`src/rtl/axi_enhanced_pcie_rx_pkg.sv`:
```
// -----------------------------------------------------------------------------
// axi_enhanced_pcie_rx_pkg
// Shared constants and types for the AXI-enhanced PCIe RX path.
//   - Supported RX datapath widths and a helper that validates a width.
//   - Discontinue-control FSM state encoding.
//   - Width, type and saturation value of the discontinue counter.
// -----------------------------------------------------------------------------
package axi_enhanced_pcie_rx_pkg;

  // Supported RX datapath widths.
  localparam int RX_DW_128 = 128;
  localparam int RX_DW_64  = 64;
  localparam int RX_DW_32  = 32;

  // Discontinue counter.
  localparam int DSC_CNT_W = 16;
  typedef logic [DSC_CNT_W-1:0] dsc_cnt_t;
  localparam dsc_cnt_t DSC_CNT_MAX = {DSC_CNT_W{1'b1}};

  // Discontinue-control states.
  //   PASS      : source data flows to the user untouched
  //   NULL_FILL : null generator closes the user's open packet while the
  //               source is drained
  //   DRAIN     : source is drained until its end-of-frame, nothing is shown
  typedef enum logic [1:0] {
    RX_DSC_PASS      = 2'd0,
    RX_DSC_NULL_FILL = 2'd1,
    RX_DSC_DRAIN     = 2'd2
  } rx_dsc_state_e;

  function automatic bit rx_width_ok(input int width);
    return (width == RX_DW_128) || (width == RX_DW_64) || (width == RX_DW_32);
  endfunction

endpackage

```
`src/rtl/axi_enhanced_rx_dsc_ctl.sv`:
```
// -----------------------------------------------------------------------------
// axi_enhanced_rx_dsc_ctl
// Handles a TRN discontinue (trn_rsrc_dsc) on the RX path. If the user is in
// the middle of a packet, the null generator is muxed onto AXI RX to close it
// cleanly while the source frame is drained; otherwise the source frame is
// simply drained. Every discontinue accepted in PASS is counted.
//
// Ports
//   com_iclk          : clock, rising edge
//   com_sysrst        : synchronous active-high reset
//   trn_rsrc_rdy      : TRN source beat valid
//   trn_reof          : TRN end-of-frame
//   trn_rsrc_dsc      : TRN discontinue
//   m_axis_rx_tvalid  : AXI RX valid   (observed)
//   m_axis_rx_tready  : AXI RX ready   (observed)
//   m_axis_rx_tlast   : AXI RX last    (observed)
//   null_rx_tlast     : null generator last-beat flag
//   null_mux_sel      : 1 = null source drives AXI RX
//   trn_rdst_rdy_ovr  : force trn_rdst_rdy high to drain the source
//   dsc_event         : one-cycle pulse per accepted discontinue
//   dsc_count         : saturating count of accepted discontinues
//
// All outputs are decoded from registers only.
// -----------------------------------------------------------------------------
module axi_enhanced_rx_dsc_ctl
  import axi_enhanced_pcie_rx_pkg::*;
#(
  parameter int C_DATA_WIDTH = 128,
  parameter int TCQ          = 1
) (
  input  logic                 com_iclk,
  input  logic                 com_sysrst,
  input  logic                 trn_rsrc_rdy,
  input  logic                 trn_reof,
  input  logic                 trn_rsrc_dsc,
  input  logic                 m_axis_rx_tvalid,
  input  logic                 m_axis_rx_tready,
  input  logic                 m_axis_rx_tlast,
  input  logic                 null_rx_tlast,
  output logic                 null_mux_sel,
  output logic                 trn_rdst_rdy_ovr,
  output logic                 dsc_event,
  output logic [DSC_CNT_W-1:0] dsc_count
);

  // Elaboration-time parameter sanity. Neither parameter shapes the logic:
  // the controller only watches 1-bit handshake flags, and registers carry
  // no modelled clock-to-Q delay.
  if (!rx_width_ok(C_DATA_WIDTH)) begin : g_unsupported_width
  end
  if (TCQ < 0) begin : g_negative_tcq
  end

  rx_dsc_state_e state_reg, state_next;
  logic          user_in_pkt_reg, user_in_pkt_next;
  logic          src_eof_seen_reg, src_eof_seen_next;
  logic          dsc_event_reg, dsc_accept;
  dsc_cnt_t      dsc_count_reg;

  logic user_accept, user_tlast_accept, src_eof, null_done;

  assign user_accept       = m_axis_rx_tvalid & m_axis_rx_tready;
  assign user_tlast_accept = user_accept & m_axis_rx_tlast;
  assign src_eof           = trn_rsrc_rdy & trn_reof;
  assign null_done         = m_axis_rx_tready & null_rx_tlast;

  always_comb begin
    state_next        = state_reg;
    src_eof_seen_next = src_eof_seen_reg;
    user_in_pkt_next  = user_in_pkt_reg;
    dsc_accept        = 1'b0;

    if (user_accept) begin
      user_in_pkt_next = ~m_axis_rx_tlast;
    end

    unique case (state_reg)
      RX_DSC_PASS: begin
        if (trn_rsrc_dsc) begin
          dsc_accept = 1'b1;
          if (user_in_pkt_reg && !user_tlast_accept) begin
            state_next = RX_DSC_NULL_FILL;
          end else if (!src_eof) begin
            // Frame already ending this cycle: nothing left to drain.
            state_next = RX_DSC_DRAIN;
          end
        end
      end
      RX_DSC_NULL_FILL: begin
        if (null_done) begin
          // Source frame may still be open once the null packet closes.
          state_next        = (src_eof_seen_reg || src_eof) ? RX_DSC_PASS
                                                            : RX_DSC_DRAIN;
          src_eof_seen_next = 1'b0;
        end else if (src_eof) begin
          src_eof_seen_next = 1'b1;
        end
      end
      RX_DSC_DRAIN: begin
        if (src_eof) begin
          state_next = RX_DSC_PASS;
        end
      end
      default: begin
        state_next = RX_DSC_PASS;
      end
    endcase
  end

  always_ff @(posedge com_iclk) begin
    if (com_sysrst) begin
      state_reg        <= RX_DSC_PASS;
      user_in_pkt_reg  <= 1'b0;
      src_eof_seen_reg <= 1'b0;
      dsc_event_reg    <= 1'b0;
      dsc_count_reg    <= '0;
    end else begin
      state_reg        <= state_next;
      user_in_pkt_reg  <= user_in_pkt_next;
      src_eof_seen_reg <= src_eof_seen_next;
      dsc_event_reg    <= dsc_accept;
      if (dsc_accept && (dsc_count_reg != DSC_CNT_MAX)) begin
        dsc_count_reg <= dsc_count_reg + 1'b1;
      end
    end
  end

  assign null_mux_sel     = (state_reg == RX_DSC_NULL_FILL);
  assign trn_rdst_rdy_ovr = (state_reg != RX_DSC_PASS);
  assign dsc_event        = dsc_event_reg;
  assign dsc_count        = dsc_count_reg;

endmodule

```
`config.mk`:
```
export PLATFORM = sky130hd
export DESIGN_NAME = axi_enhanced_rx_dsc_ctl
export DESIGN_NICKNAME = d
export VERILOG_FILES = /design/src/rtl/axi_enhanced_pcie_rx_pkg.sv /design/src/rtl/axi_enhanced_rx_dsc_ctl.sv
export SDC_FILE = /design/constraint.sdc
export NUM_CORES = 1
export LEC_CHECK = 0
export ABC_AREA = 1
export CAP_MARGIN = 10
export CORE_MARGIN = 2
export CORE_UTILIZATION = 45
export CTS_BUF_LIST = sky130_fd_sc_hd__clkbuf_16
export CTS_CLUSTER_SIZE = 14
export DETAILED_ROUTE_END_ITERATION = 12
export HOLD_SLACK_MARGIN = 0.05
export PLACE_DENSITY = 0.76
export SYNTH_ARGS = -nofsm -noshare
export SYNTH_HDL_FRONTEND = slang
export SYNTH_SLANG_ARGS = --single-unit
```
`constraint.sdc`:
```
create_clock -name com_iclk -period 3.2 [get_ports com_iclk]
set_input_delay 0.64 -clock com_iclk [delete_from_list [all_inputs] [get_ports com_iclk]]
set_output_delay 0.64 -clock com_iclk [all_outputs]
set_load 0.02 [all_outputs]
```
==> impl_results.md <==
* Crit path launch type: register
* Post-Route WL at approximately 2600 microns
* Clock skew at ~0.0011 ns
* Grt total ovfl at 0
* Hold WS at just under 0.5 ns
* YS warnings at 0
* DP Area at about 1400 sq um
* Std-Cell Rows at 18
* Post-DP HPWL at 2030 microns
* Final worst path period need at between 2 and 2.5 ns
* RSZ-0062 raised after global routing: false
* CP Max Fanout at 4
* CP Class: register to output pin
* Complex-gate fraction of the synthesized area at between 10 and 15%
* Fin. Hold Viols at 0
* Hold Buf Count CTS at 0
* Mean Syn Cell Area at 6.56 sq um
* Starting Density at 46.7%
* Yosys top cell area share at between 30% and 40%
* Mapped Area at about 1100 sq um
* Post-Synth XOR/XNOR Area at under 10%
* Iteration-0 DRC Markers at 21
* DR pass1 iterations at 4
* Max-slew violation count at 0
* Multiplexer share of the synthesized area at 0%
* Via density at around 5
* Sequential-to-total area share from yosys stat at between 30% and 40%
* H-tree depth at 1
* Via count at approximately 1200
* Setup TNS at 0 ns
* Synthesized instance count at 175
* Fmax achieved at between 400 and 500 MHz
* Adder-Cell Fraction of Synth Area at 1.09%
* Tcrit/Tclk final at approximately 66%
* Clock root cell: clkbuf_16
* Clock-pin slew on the worst setup and hold paths at approximately 0.060 ns
* Die Span X at 54.5 microns
* Post-Syn Nets at 185
* Final setup viols at 0
* Vias in the first global route at ~1100
* Dominant cell type by area after synthesis: dfxtp_1
* Clock latency on the worst-skew pair at 0.25 ns
* Cell variety after synth at 20
* Leak at approximately 0.59 nW
* TritonCTS clock tree: done
* Core area at between 2000 and 2500 sq um
* Worst Path Required at about 2.6 ns
* I/O pin cnt at 28
* Max reg flops at 16
* GRT met1 Usage at 24.7%
* Clk buf depth at 2
* RD Place Congestion at about 0.79
* Fin nets at roughly 220
* Met3 Usage GRT at under 10%
* Final ANT Viol Nets at 0
* Fraction of layout cells with a size suffix above 1 at 7.35%
* Crit. End Element: output pin
* Antenna diode count at 0
* Final total power at 0.000733 W
* Largest family of logic cells by synthesized area: simple AND/OR/NAND/NOR gates
* Rel. slew slack at 69.0%
* Die Height at roughly 54 microns
* Met2 Track Usage GR at a little over a third
* Crit path DAT at 1.48 ns
* Total CTS buffers at 3
* Slew @ Worst Pin at 0.463 ns
* Largest net degree at the start of global routing at 18
* Global-route wire length before repair at ~4400 microns
* Top Usage Layer GRT: met2
* Number of clock sinks at 21
* WL/cell at 11.3 microns
* CTS-repair resized insts at 0
* Total setup buffers inserted after CTS at 0
* Min-delay worst type: register to register
* #FFs+latches synth at 21
* Area growth, synth to finish at 32.5%
* Post-Synth Simple-Gate Area at between 30% and 40%
* Fin area at between 1500 and 2000 sq um
* Total of max-cap violations at 0
* PortBufs at 27
* Area contributors post-synth: dfxtp_1 (37%), nand2_1 (17%), a21oi_1 (7.4%), nor2_1 (7.2%), nand3_1 (5.7%)
* GRT Util Overall at slightly above 20%
* Status: completed
* Initial antenna violation count at 0
* DRC viols at 0
* Die Area at slightly below 3000 sq um
* Power per cell area at 482 nW/um^2
* Worst vdd ir at 375 uV
synthesized netlist by cell type:
cell type	n
xnor2_1	3
nor2_2	6
dfxtp_1	21
clkbuf_1	1
ha_1	1
nor2_4	1
nor3_1	1
xor2_1	3
nand4_1	4
nand2_1	53
inv_1	16
nor2_1	22
buf_6	1
clkinv_1	1
o21ai_4	1
o31ai_1	1
nand3_1	13
a21oi_1	17
nand2_2	3
o21ai_0	6
power breakdown:
| part | switching [W] | total, W | internal, W | leakage, nW |
|---|---|---|---|---|
| Clock | 0.0000992 | 0.000267 | 0.000168 | 0.0409 |
| Combinational | 0.000106 | 0.000174 | 0.0000675 | 0.380 |
| Sequential | 0.0000149 | 0.000292 | 0.000277 | 0.170 |
worst max-delay path, stage by stage, from the launching register on:
cell and delay [ns]:
dfxtp_1 0.32, inv_1 0.10, nand2_1 0.10, inv_1 0.10, clkdlybuf4s50_1 0.61
area by class of cell:
cell class | instances | area (sq um)
Multi-Input combinational cell | 135 | 648
Timing Repair Buffer | 27 | 270
Clock buffer | 3 | 75.1
Inverter | 17 | 63.8
Tap cell | 30 | 37.5
Sequential cell | 21 | 420
Clock inverter | 1 | 5.00
Fill cell | 247 | 935
metrics by stage:
stage	instances	setup slack (ns)	util, %
floorplan	175	1.59	-
global placement	230	1.13	58.7
detailed placement	230	1.03	58.7
CTS	234	1.09	61.9
global route	234	1.02	61.9
finish	234	1.08	61.9
logic make-up (layout without fill, tap and decap cells):
family                     Yosys count  count (layout)
xor gates and xnor gates             6               6
buffers and inverters               19              48
adders and majority gates            1               1
DFF                                 21              21
AOI/OAI and AO/OA                   25              25
and+or+nand+nor                    103             103
layout by cell type, fill, tap and decap left out:
cell type,count
a21oi_1,17
clkbuf_16,3
clkdlybuf4s50_1,27
clkinv_1,1
clkinv_2,1
dfxtp_1,21
ha_1,1
inv_1,16
nand2_1,53
nand2_2,3
nand3_1,13
nand4_1,4
nor2_1,22
nor2_2,6
nor2_4,1
nor3_1,1
o21ai_0,6
o21ai_4,1
o31ai_1,1
xnor2_1,3
xor2_1,3
routing by layer:
layer / wire length (microns) / part of all wire, %
met5: 0 / 0
met2: 1330 / 51
met3: 129 / 4.9
met4: 27 / 1.0
met1: 1140 / 43
worst paths after layout:
path              slack (ns)                     startpoint                            end  depth (start not counted)
hold reg to reg         0.49  src_eof_seen_reg$_SDFFE_PP0P_  src_eof_seen_reg$_SDFFE_PP0P_                          2
hold / removal          0.49  src_eof_seen_reg$_SDFFE_PP0P_  src_eof_seen_reg$_SDFFE_PP0P_                          2
setup reg to reg        1.57      dsc_count[0]$_SDFFE_PP0P_     dsc_count[15]$_SDFFE_PP0P_                          9
setup / recovery        1.08      state_reg[1]$_SDFFE_PP0P_                   null_mux_sel                          4
(Power assumes the default switching activity.)
